===== src/rtl/bcd_pkg.sv =====
// Shared definitions for the sequential binary-to-BCD converter:
// digit width, FSM state encoding, error nibble and the add-3 correction.
package bcd_pkg;

  localparam int BCD_DIGIT_W = 4;

  localparam logic [BCD_DIGIT_W-1:0] BCD_ERR_NIBBLE = 4'hF;

  typedef enum logic [1:0] {
    IDLE  = 2'd0,
    SHIFT = 2'd1,
    DONE  = 2'd2
  } state_e;

  // Double-dabble correction: a digit of 5 or more becomes >= 10 after the
  // next doubling, so it is pre-biased by 3 to carry into the next digit.
  function automatic logic [BCD_DIGIT_W-1:0] add3_digit(
    input logic [BCD_DIGIT_W-1:0] d
  );
    return (d >= 4'd5) ? (d + 4'd3) : d;
  endfunction

endpackage


===== src/rtl/bin_to_bcd_seq_if.sv =====
// Conversion request/result bundle between a producer (master) and the
// binary-to-BCD converter (slave).
interface bin_to_bcd_seq_if #(
  parameter int BIN_W = 14,
  parameter int NDIG  = 4
);

  // Handshake: the producer raises start with bin while busy is low; the
  // request is taken on that rising edge (also in the done cycle). While
  // busy is high start is ignored, not queued. done pulses for one cycle
  // when bcd/ovf carry the new result, and they hold until the next one.
  logic                start;
  logic [BIN_W-1:0]    bin;
  logic                busy;
  logic                done;
  logic [4*NDIG-1:0]   bcd;
  logic                ovf;

  modport master (
    output start,
    output bin,
    input  busy,
    input  done,
    input  bcd,
    input  ovf
  );

  modport slave (
    input  start,
    input  bin,
    output busy,
    output done,
    output bcd,
    output ovf
  );

endinterface


===== src/rtl/bcd_add3.sv =====
// Single BCD digit correction cell used by the double-dabble datapath.
module bcd_add3
  import bcd_pkg::*;
(
  input  logic [BCD_DIGIT_W-1:0] in_i,
  output logic [BCD_DIGIT_W-1:0] out_o
);

  assign out_o = add3_digit(in_i);

endmodule


===== src/rtl/bin_to_bcd_seq.sv =====
// Sequential binary-to-BCD converter, one double-dabble iteration per clock,
// with a start/busy/done handshake and an overflow-to-error-pattern result.
module bin_to_bcd_seq
  import bcd_pkg::*;
#(
  parameter int BIN_W = 14,
  parameter int NDIG  = 4
) (
  input  logic            clk,
  input  logic            rst,
  bin_to_bcd_seq_if.slave bus,
  output state_e          state_o
);

  localparam int SCR_W = BCD_DIGIT_W * NDIG;
  localparam int CNT_W = $clog2(BIN_W + 1);
  localparam logic [63:0]      MAX_VAL  = 64'(10 ** NDIG) - 64'd1;
  localparam logic [CNT_W-1:0] CNT_LOAD = CNT_W'(BIN_W);
  localparam logic [SCR_W-1:0] ERR_WORD = {NDIG{BCD_ERR_NIBBLE}};

  state_e             state_q;
  logic [BIN_W-1:0]   shift_q;
  logic [SCR_W-1:0]   scratch_q;
  logic [CNT_W-1:0]   cnt_q;
  logic               pend_q;
  logic               busy_q;
  logic               done_q;
  logic [SCR_W-1:0]   bcd_q;
  logic               ovf_q;

  logic [SCR_W-1:0]   corr;
  logic [SCR_W-1:0]   scratch_d;
  logic [BIN_W-1:0]   shift_d;
  logic               last_iter;
  logic               over_max;

  for (genvar g = 0; g < NDIG; g++) begin : g_add3
    bcd_add3 u_add3 (
      .in_i  (scratch_q[g*BCD_DIGIT_W +: BCD_DIGIT_W]),
      .out_o (corr[g*BCD_DIGIT_W +: BCD_DIGIT_W])
    );
  end

  // Carry out of the top digit is dropped; overflow comes from pend_q.
  always_comb begin
    scratch_d = {corr[SCR_W-2:0], shift_q[BIN_W-1]};
    shift_d   = {shift_q[BIN_W-2:0], 1'b0};
    last_iter = (cnt_q == CNT_W'(1));
    over_max  = (64'(bus.bin) > MAX_VAL);
  end

  always_ff @(posedge clk) begin
    if (rst) begin
      state_q   <= IDLE;
      shift_q   <= '0;
      scratch_q <= '0;
      cnt_q     <= '0;
      pend_q    <= 1'b0;
      busy_q    <= 1'b0;
      done_q    <= 1'b0;
      bcd_q     <= '0;
      ovf_q     <= 1'b0;
    end else begin
      case (state_q)
        SHIFT: begin
          scratch_q <= scratch_d;
          shift_q   <= shift_d;
          cnt_q     <= cnt_q - CNT_W'(1);
          if (last_iter) begin
            state_q <= DONE;
            busy_q  <= 1'b0;
            done_q  <= 1'b1;
            ovf_q   <= pend_q;
            bcd_q   <= pend_q ? ERR_WORD : scratch_d;
          end
        end
        // IDLE and DONE both accept a new request; DONE lasts one cycle.
        default: begin
          done_q <= 1'b0;
          if (bus.start) begin
            state_q   <= SHIFT;
            busy_q    <= 1'b1;
            shift_q   <= bus.bin;
            scratch_q <= '0;
            cnt_q     <= CNT_LOAD;
            pend_q    <= over_max;
          end else begin
            state_q <= IDLE;
          end
        end
      endcase
    end
  end

  assign bus.busy = busy_q;
  assign bus.done = done_q;
  assign bus.bcd  = bcd_q;
  assign bus.ovf  = ovf_q;
  assign state_o  = state_q;

endmodule


===== src/flat_wrapper.sv =====
// flat-port wrapper written by rule: the top's interface ports become plain ports
module bin_to_bcd_seq_flat import bcd_pkg::*;
#(
  parameter int BIN_W = 14,
  parameter int NDIG  = 4
)
  (clk, rst, state_o, bus_start, bus_bin, bus_busy, bus_done, bus_bcd, bus_ovf);
  bin_to_bcd_seq_if #(.BIN_W(BIN_W), .NDIG(NDIG)) bus_i ();
  input  logic clk;
  input  logic rst;
  output state_e state_o;
  input wire logic [$bits(bus_i.start)-1:0] bus_start;
  input wire logic [$bits(bus_i.bin)-1:0] bus_bin;
  output wire logic [$bits(bus_i.busy)-1:0] bus_busy;
  output wire logic [$bits(bus_i.done)-1:0] bus_done;
  output wire logic [$bits(bus_i.bcd)-1:0] bus_bcd;
  output wire logic [$bits(bus_i.ovf)-1:0] bus_ovf;
  assign bus_i.start = bus_start;
  assign bus_i.bin = bus_bin;
  assign bus_busy = bus_i.busy;
  assign bus_done = bus_i.done;
  assign bus_bcd = bus_i.bcd;
  assign bus_ovf = bus_i.ovf;
  bin_to_bcd_seq #(.BIN_W(BIN_W), .NDIG(NDIG)) u_core (.clk(clk), .rst(rst), .bus(bus_i), .state_o(state_o));
endmodule

===== config.mk =====
export PLATFORM = sky130hd
export DESIGN_NAME = bin_to_bcd_seq_flat
export DESIGN_NICKNAME = d
export VERILOG_FILES = /design/src/rtl/bcd_pkg.sv /design/src/rtl/bin_to_bcd_seq_if.sv /design/src/rtl/bcd_add3.sv /design/src/rtl/bin_to_bcd_seq.sv /design/src/flat_wrapper.sv
export SDC_FILE = /design/constraint.sdc
export NUM_CORES = 1
export LEC_CHECK = 0
export BUFFER_PORTS_ARGS = -buffer_cell sky130_fd_sc_hd__buf_2
export CAP_MARGIN = 20
export CORE_MARGIN = 3
export CORE_UTILIZATION = 45
export CTS_BUF_LIST = sky130_fd_sc_hd__clkbuf_2
export DETAILED_ROUTE_END_ITERATION = 8
export GPL_ROUTABILITY_DRIVEN = 0
export PLACE_DENSITY = 0.68
export SYNTH_ARGS = -nofsm -noshare
export SYNTH_HDL_FRONTEND = slang
export SYNTH_SLANG_ARGS = --single-unit

===== constraint.sdc =====
create_clock -name clk -period 1.64 [get_ports clk]
set_clock_uncertainty 0.2 [all_clocks]
set_input_delay 0.328 -clock clk [delete_from_list [all_inputs] [get_ports clk]]
set_output_delay 0.328 -clock clk [all_outputs]
set_load 0.02 [all_outputs]

==> results.tsv, run 1 <==
stage	metric	value	unit
sta	post-route setup TNS	-0.9080	ns
grt	Tot GR Track Use	0.2007	
worst_setup_path	FF-to-FF setup slack	-0.08	ns
worst_setup_path	reg2reg end	u_core.bus.busy$_SDFFE_PP0P_	
power_and_ir_drop	PD cells	672.0	nW/um^2
grt	largest net degree at the start of global routing	30	
route	drt via density	5.308	
route	drt drc	0	
finish	register area	1137	um^2
grt	vias in the first global route	2212	
sta	Final period util	1.050	
sta	RSZ-0062 raised after global routing	yes	
finish	most frequent cells in the layout	dfxtp_1 (43), buf_2 (37), nor2_1 (36)	
route	Post-Route WL	6473	um
cts	clk root buf	clkbuf_2	
power_and_ir_drop	Tot Pwr	2.393	mW
worst_setup_path	R2R depth	6	
finish	final cell count without fillers	439	
worst_hold_path	Hold Path Depth	3	
yosys	syn_area_per_cell	8.870	um^2
finish	FILL cells	452	
sta	Max Fclk	580.7	MHz
floorplan	Die ar.	6681	um^2
worst_setup_path	CP required	1.81	ns
floorplan	Initial Util	0.4838	
flow_run	Max Cap Viol	0	
grt	total grt overflow	0	
worst_setup_path	worst r2r src	u_core.cnt_q[1]$_SDFFE_PP0P_	
worst_setup_path	CP max stage cell	or3b_4	
cts	clock transition at the registers of the reported paths	0.27	ns
finish	share of cells above drive strength 1	0.4011	
yosys	Post-Syn Nets	318	
sta	Setup WS post-layout	-0.08212	ns
worst_setup_path	CP endpoint kind	register	
worst_setup_path	crit-path max FO	5	
floorplan	Core Region	5335	um^2
route	Starting DRT DRC Count	89	
worst_setup_path	Buf+Inv Stages, Crit Path	2	
floorplan	Placement Rows	26	
worst_setup_path	CP top delay family	simple AND/OR/NAND/NOR gates	
placement	IO Port Bufs	37	
sta	Worst-Margin Slew	0.3852	ns
worst_hold_path	Hold Path Origin	bus_bin[7]	
yosys	sequential share of the synthesized area	0.4343	
finish	most common cell after layout, fill and taps aside	dfxtp_1	
yosys	post-synth cell types	32	
cts	Clock Latency Late Sink	0.45	ns
finish	Area growth syn-to-layout	37.95	%
worst_setup_path	Worst setup SP type	register	
cts	clk buf depth	2	
worst_setup_path	Critical Path AT	1.89	ns
cts	# H-tree levels	2	
finish	post-route cell area	3561	um^2
cts	Num CTS Buffers	5	
placement	Placement Cell Area	3055	um^2
sta	fin crit period	1.722	ns
worst_hold_path	Hold WC Path Type	in -> reg	
status	status	complete, but fails checks	
route	DR vias	2330	
worst_hold_path	sink of the worst hold path	u_core.shift_q[7]$_SDFFE_PP0P_	
placement	placed insts	410	
route	first drt pass iteration count	4	
power_and_ir_drop	Worst VDD drop	490.6	uV
cts	CTS tree	yes	
placement	dpl hpwl	3987	um
status	failing checks	negative setup slack	
worst_setup_path	CP Cell Sequence	inv_2 > ha_4 > or3b_4 > nor2_4 > buf_4 > nor3_1	
floorplan	Die H	81.74	um
worst_setup_path	Crit path largest cell delay	0.47	ns
grt	initial antenna violation count	0	
finish	# nets final	395	
sta	worst relative slew slack	0.7432	
power_and_ir_drop	static leakage	1.427	nW
yosys	Yosys reg bits	56	
yosys	Syn Inst Count	291	
worst_setup_path	Worst Setup Path Type	reg -> reg	
yosys	YS warnings	0	
grt	first-pass GRT wire length	10380	um
floorplan	Top Ports	38	
finish	Core Util, Final	0.6674	
route	Routed WL per cell	14.74	um
route	antenna-violating nets left	0	
finish	multi-input logic area	1620	um^2
sta	Final Hold Fails	0	
sta	count of final setup violators	18	
sta	count of final max-slew check failures	0	
finish	ant diodes	0	
cts	CTS Sinks	56	
floorplan	die width	81.74	um
yosys	synthesized area	2581	um^2
-- layer usage --
metal	vias to the layer above	track usage	part of all wire
met4	0	0.05150	0.014
met2	49	0.3611	0.51
met3	9	0.03838	0.044
met5	-	0	0
met1	1093	0.2437	0.43
li1	1179	-	-
-- state kept, by name (all words and copies together) (netlist names) --
register / count
u_core.bus.bcd: 16
u_core.scratch_q: 16
u_core.shift_q: 14
u_core.cnt_q: 4
u_core.state_o: 2
u_core.bus.busy: 1
u_core.bus.done: 1
u_core.bus.ovf: 1
u_core.pend_q: 1
-- worst max-delay path by stage --
| stage | from | end | depth (start not counted) |
|---|---|---|---|
| after floorplan | u_core.scratch_q[1]$_SDFFE_PP0P_ | u_core.bus.bcd[2]$_SDFFE_PP0P_ | 6 |
| after global placement | u_core.scratch_q[1]$_SDFFE_PP0P_ | u_core.bus.bcd[2]$_SDFFE_PP0P_ | 6 |
| after detailed placement | u_core.cnt_q[1]$_SDFFE_PP0P_ | u_core.bus.bcd[2]$_SDFFE_PP0P_ | 6 |
| after CTS | u_core.cnt_q[1]$_SDFFE_PP0P_ | u_core.bus.bcd[13]$_SDFFE_PP0P_ | 6 |
| after global routing | u_core.cnt_q[1]$_SDFFE_PP0P_ | u_core.bus.bcd[4]$_SDFFE_PP0P_ | 6 |
| final | u_core.cnt_q[1]$_SDFFE_PP0P_ | u_core.bus.busy$_SDFFE_PP0P_ | 6 |
-- cells in the mapped netlist, drive strengths merged --
| cell | number | share of area |
|---|---|---|
| dfxtp | 56 | 0.43 |
| o21ai | 7 | 0.014 |
| nand3 | 1 | 0.0019 |
| nand3b | 5 | 0.015 |
| a21oi | 17 | 0.033 |
| nor2 | 44 | 0.072 |
| or3b | 1 | 0.0044 |
| o41ai | 1 | 0.0034 |
| clkbuf | 7 | 0.010 |
| nand2 | 14 | 0.020 |
| nand2b | 11 | 0.027 |
| inv | 10 | 0.015 |
| mux2i | 13 | 0.050 |
| ha | 10 | 0.048 |
| nor2b | 1 | 0.0024 |
| nor3b | 8 | 0.023 |
| or3 | 10 | 0.024 |
| o22ai | 11 | 0.027 |
| a311oi | 1 | 0.0034 |
| xnor2 | 4 | 0.014 |
| a211oi | 24 | 0.074 |
| nor3 | 16 | 0.033 |
| mux2 | 4 | 0.017 |
| nor4 | 1 | 0.0024 |
| buf | 14 | 0.032 |
-- logic make-up (layout without fill, tap and decap cells) --
kind of cell               Yosys count  after routing  synth area share
muxes                               17             17           0.06786
AOI/OAI and AO/OA                   61             61            0.1537
xor gates and xnor gates             4              4           0.01357
buffers and inverters               31            106           0.05671
adders and majority gates           10             10           0.04847
DFF                                 56             56            0.4343
and+or+nand+nor                    112            115            0.2254
-- tightest hold or removal path: stages --
cell      delay [ns]
buf_2           0.11
mux2i_1         0.12
a211oi_1        0.09
-- metrics by stage --
step | hold slack, ns | setup slack, ns
2_1_floorplan | 0.2460 | -0.03613
3_3_place_gp | 0.2542 | -0.09537
3_5_place_dp | 0.2528 | -0.1514
4_1_cts | 0.0009586 | -0.09923
5_1_grt | 0.01013 | -0.1609
6_report | 0.02250 | -0.08212
-- where the power goes --
group          internal, mW  switching [mW]
clock network        0.0959           0.427
registers              1.43          0.0396
logic                 0.185           0.219
total                  1.71           0.685
-- final cells by class --
type / count / share of cell area
multi-input combinational: 207 / 0.4550
sequential: 56 / 0.3194
timing repair buffer: 88 / 0.1774
tap: 70 / 0.02460
inverter: 10 / 0.01265
clock buffer: 5 / 0.007027
clock inverter: 3 / 0.003865
-- what timing repair did --
item	in CTS	in global routing
gates cloned	3	0
setup endpoints to repair	30	42
resized for setup	31	35
pin swaps	18	15
hold buffers	13	1
buffers inserted	1	3
endpoints found under the hold margin	15	1
(Power assumes the default switching activity.)
==> run 2: changes to the inputs <==
--- a/config.mk
+++ b/config.mk
@@ -7,6 +7,7 @@
 export LEC_CHECK = 0
 export BUFFER_PORTS_ARGS = -buffer_cell sky130_fd_sc_hd__buf_2
 export CAP_MARGIN = 20
+export CORE_ASPECT_RATIO = 2
 export CORE_MARGIN = 3
 export CORE_UTILIZATION = 45
 export CTS_BUF_LIST = sky130_fd_sc_hd__clkbuf_2
==> run 2 against run 1 <==
The run still ends with negative setup slack left. Sequential share of layout area down 0.71 points. Die area grew 0.83%. Largest power group unchanged. Combinational power grew 8.6%. Non-clock buffer count up 4. Highest routed layer unchanged.
==> results.tsv, run 2 (synthesis results as in run 1) <==
stage	metric	value	unit	change
route	Routed WL per cell	14.90	um	+1.1%
route	first drt pass iteration count	4		unchanged
route	Post-Route WL	6407	um	-1.0%
worst_setup_path	Worst Setup Path Type	reg -> reg		
flow_run	Max Cap Viol	0		unchanged
grt	first-pass GRT wire length	10870	um	+4.7%
worst_setup_path	FF-to-FF setup slack	-0.12	ns	-0.04 ns
sta	fin crit period	1.759	ns	+0.03665 ns
finish	Area growth syn-to-layout	42.32	%	
finish	share of cells above drive strength 1	0.4297		+0.02865
sta	Setup WS post-layout	-0.1188	ns	-0.03665 ns
worst_hold_path	sink of the worst hold path	u_core.state_o[1]$_SDFFE_PP0P_		
floorplan	die width	59.56	um	-27%
worst_setup_path	CP required	1.83	ns	+0.02 ns
worst_setup_path	worst r2r src	u_core.cnt_q[1]$_SDFFE_PP0P_		
worst_setup_path	Critical Path AT	1.95	ns	+0.06 ns
floorplan	Die ar.	6736	um^2	+0.83%
sta	Final period util	1.072		+0.02235
finish	most frequent cells in the layout	dfxtp_1 (41), nor2_1 (38), buf_2 (35)		
route	antenna-violating nets left	0		unchanged
sta	count of final max-slew check failures	0		unchanged
grt	largest net degree at the start of global routing	33		+10%
cts	# H-tree levels	2		unchanged
floorplan	Initial Util	0.4721		-0.01174
grt	vias in the first global route	2346		+6.1%
cts	Num CTS Buffers	5		unchanged
worst_hold_path	Hold Path Depth	3		unchanged
finish	most common cell after layout, fill and taps aside	dfxtp_1		
finish	# nets final	396		+0.25%
placement	dpl hpwl	4358	um	+9.3%
cts	CTS tree	yes		
worst_setup_path	CP startpoint	u_core.cnt_q[1]$_SDFFE_PP0P_		
floorplan	Top Ports	38		unchanged
cts	Clock Latency Late Sink	0.45	ns	about the same
placement	Placement Cell Area	3128	um^2	+2.4%
route	drt via density	5.405		+1.8%
worst_setup_path	crit-path max FO	10		+5
power_and_ir_drop	Worst VDD drop	769.1	uV	+57%
cts	clock transition at the registers of the reported paths	0.27	ns	about the same
placement	IO Port Bufs	37		unchanged
worst_setup_path	R2R depth	7		+1
sta	count of final setup violators	18		unchanged
worst_setup_path	Worst setup SP type	register		
sta	Fin Hold WS	0.06292	ns	+0.04041 ns
cts	clk buf depth	2		unchanged
placement	placed insts	403		-1.7%
cts	CTS Sinks	56		unchanged
cts	clk root buf	clkbuf_2		
sta	RSZ-0062 raised after global routing	yes		
floorplan	Die H	113.1	um	+38%
route	DR vias	2324		-0.26%
status	failing checks	negative setup slack		
grt	initial antenna violation count	0		unchanged
finish	post-route cell area	3674	um^2	+3.2%
power_and_ir_drop	PD cells	664.1	nW/um^2	-1.2%
sta	Max Fclk	568.6	MHz	-2.1%
route	drt drc	0		unchanged
sta	Worst-Margin Slew	0.3339	ns	-0.05127 ns
route	Starting DRT DRC Count	72		-19%
power_and_ir_drop	static leakage	1.493	nW	+4.6%
floorplan	Placement Rows	38		+46%
finish	final cell count without fillers	430		-2.1%
sta	worst relative slew slack	0.7750		+0.03182
floorplan	Core Region	5468	um^2	+2.5%
worst_setup_path	CP endpoint kind	register		
worst_hold_path	Hold Path Origin	rst		
grt	Tot GR Track Use	0.2052		+0.004496
worst_setup_path	reg2reg end	u_core.bus.bcd[8]$_SDFFE_PP0P_		
finish	ant diodes	0		unchanged
grt	total grt overflow	0		unchanged
sta	Final Hold Fails	0		unchanged
status	status	complete, but fails checks		
worst_hold_path	Hold WC Path Type	in -> reg		
-- run 2: area by class of cell --
cell class	count	area, um^2
Clock inverter	2	11.26
Timing Repair Buffer	92	737.0
Inverter	10	42.54
Fill cell	429	1794
Multi-Input combinational cell	204	1630
Tap cell	60	75.07
Sequential cell	56	1147
Clock buffer	6	30.03
-- run 2: layer usage --
layer / vias up / GRT usage / share of wire
met4: 0 / 0.07544 / 0.023
met1: 1093 / 0.2367 / 0.40
met3: 11 / 0.04224 / 0.039
li1: 1175 / - / -
met5: - / 0 / 0
met2: 45 / 0.3594 / 0.54
-- run 2: worst max path at each step --
stage | end | slack (ns) | depth (start not counted)
2_1_floorplan | u_core.bus.bcd[2]$_SDFFE_PP0P_ | -0.04 | 6
4_1_cts | u_core.bus.bcd[4]$_SDFFE_PP0P_ | -0.15 | 7
5_1_grt | u_core.bus.bcd[5]$_SDFFE_PP0P_ | -0.25 | 7
3_3_place_gp | u_core.bus.bcd[4]$_SDFFE_PP0P_ | -0.15 | 7
6_report | u_core.bus.bcd[8]$_SDFFE_PP0P_ | -0.12 | 7
3_5_place_dp | u_core.bus.bcd[4]$_SDFFE_PP0P_ | -0.16 | 7
-- run 2: what timing repair did --
| item | 4_1_cts | 5_1_grt |
|---|---|---|
| buffers inserted | 3 | 3 |
| endpoints found under the hold margin | 15 | 0 |
| hold buffers | 14 | 0 |
| pin swaps | 8 | 8 |
| endpoints found under the setup margin | 33 | 38 |
| resized for setup | 38 | 45 |
-- run 2: report_power, final --
group / total [mW] / switching [mW] / internal [mW]
registers: 1.46 / 0.0411 / 1.42
clock network: 0.535 / 0.429 / 0.106
logic: 0.440 / 0.222 / 0.218
-- run 2: critical path: stages, from the launching register on --
cell and delay (ns):
dfxtp_2 0.39, inv_2 0.07, ha_4 0.12, or3b_4 0.41
nor2_8 0.14, buf_12 0.14, nor2_1 0.04, a211oi_1 0.19
-- run 2: metrics by stage --
stage | setup TNS, ns | utilization | worst slack (ns) | total power [mW]
5_1_grt | -3.300 | 0.6719 | -0.2497 | 2.552
3_3_place_gp | -1.666 | 0.5721 | -0.1522 | 1.856
6_report | -1.381 | 0.6719 | -0.1188 | 2.440
2_1_floorplan | -0.03705 | - | -0.03613 | 1.708
4_1_cts | -1.499 | 0.6318 | -0.1454 | 2.435
3_5_place_dp | -1.784 | 0.5721 | -0.1586 | 1.863
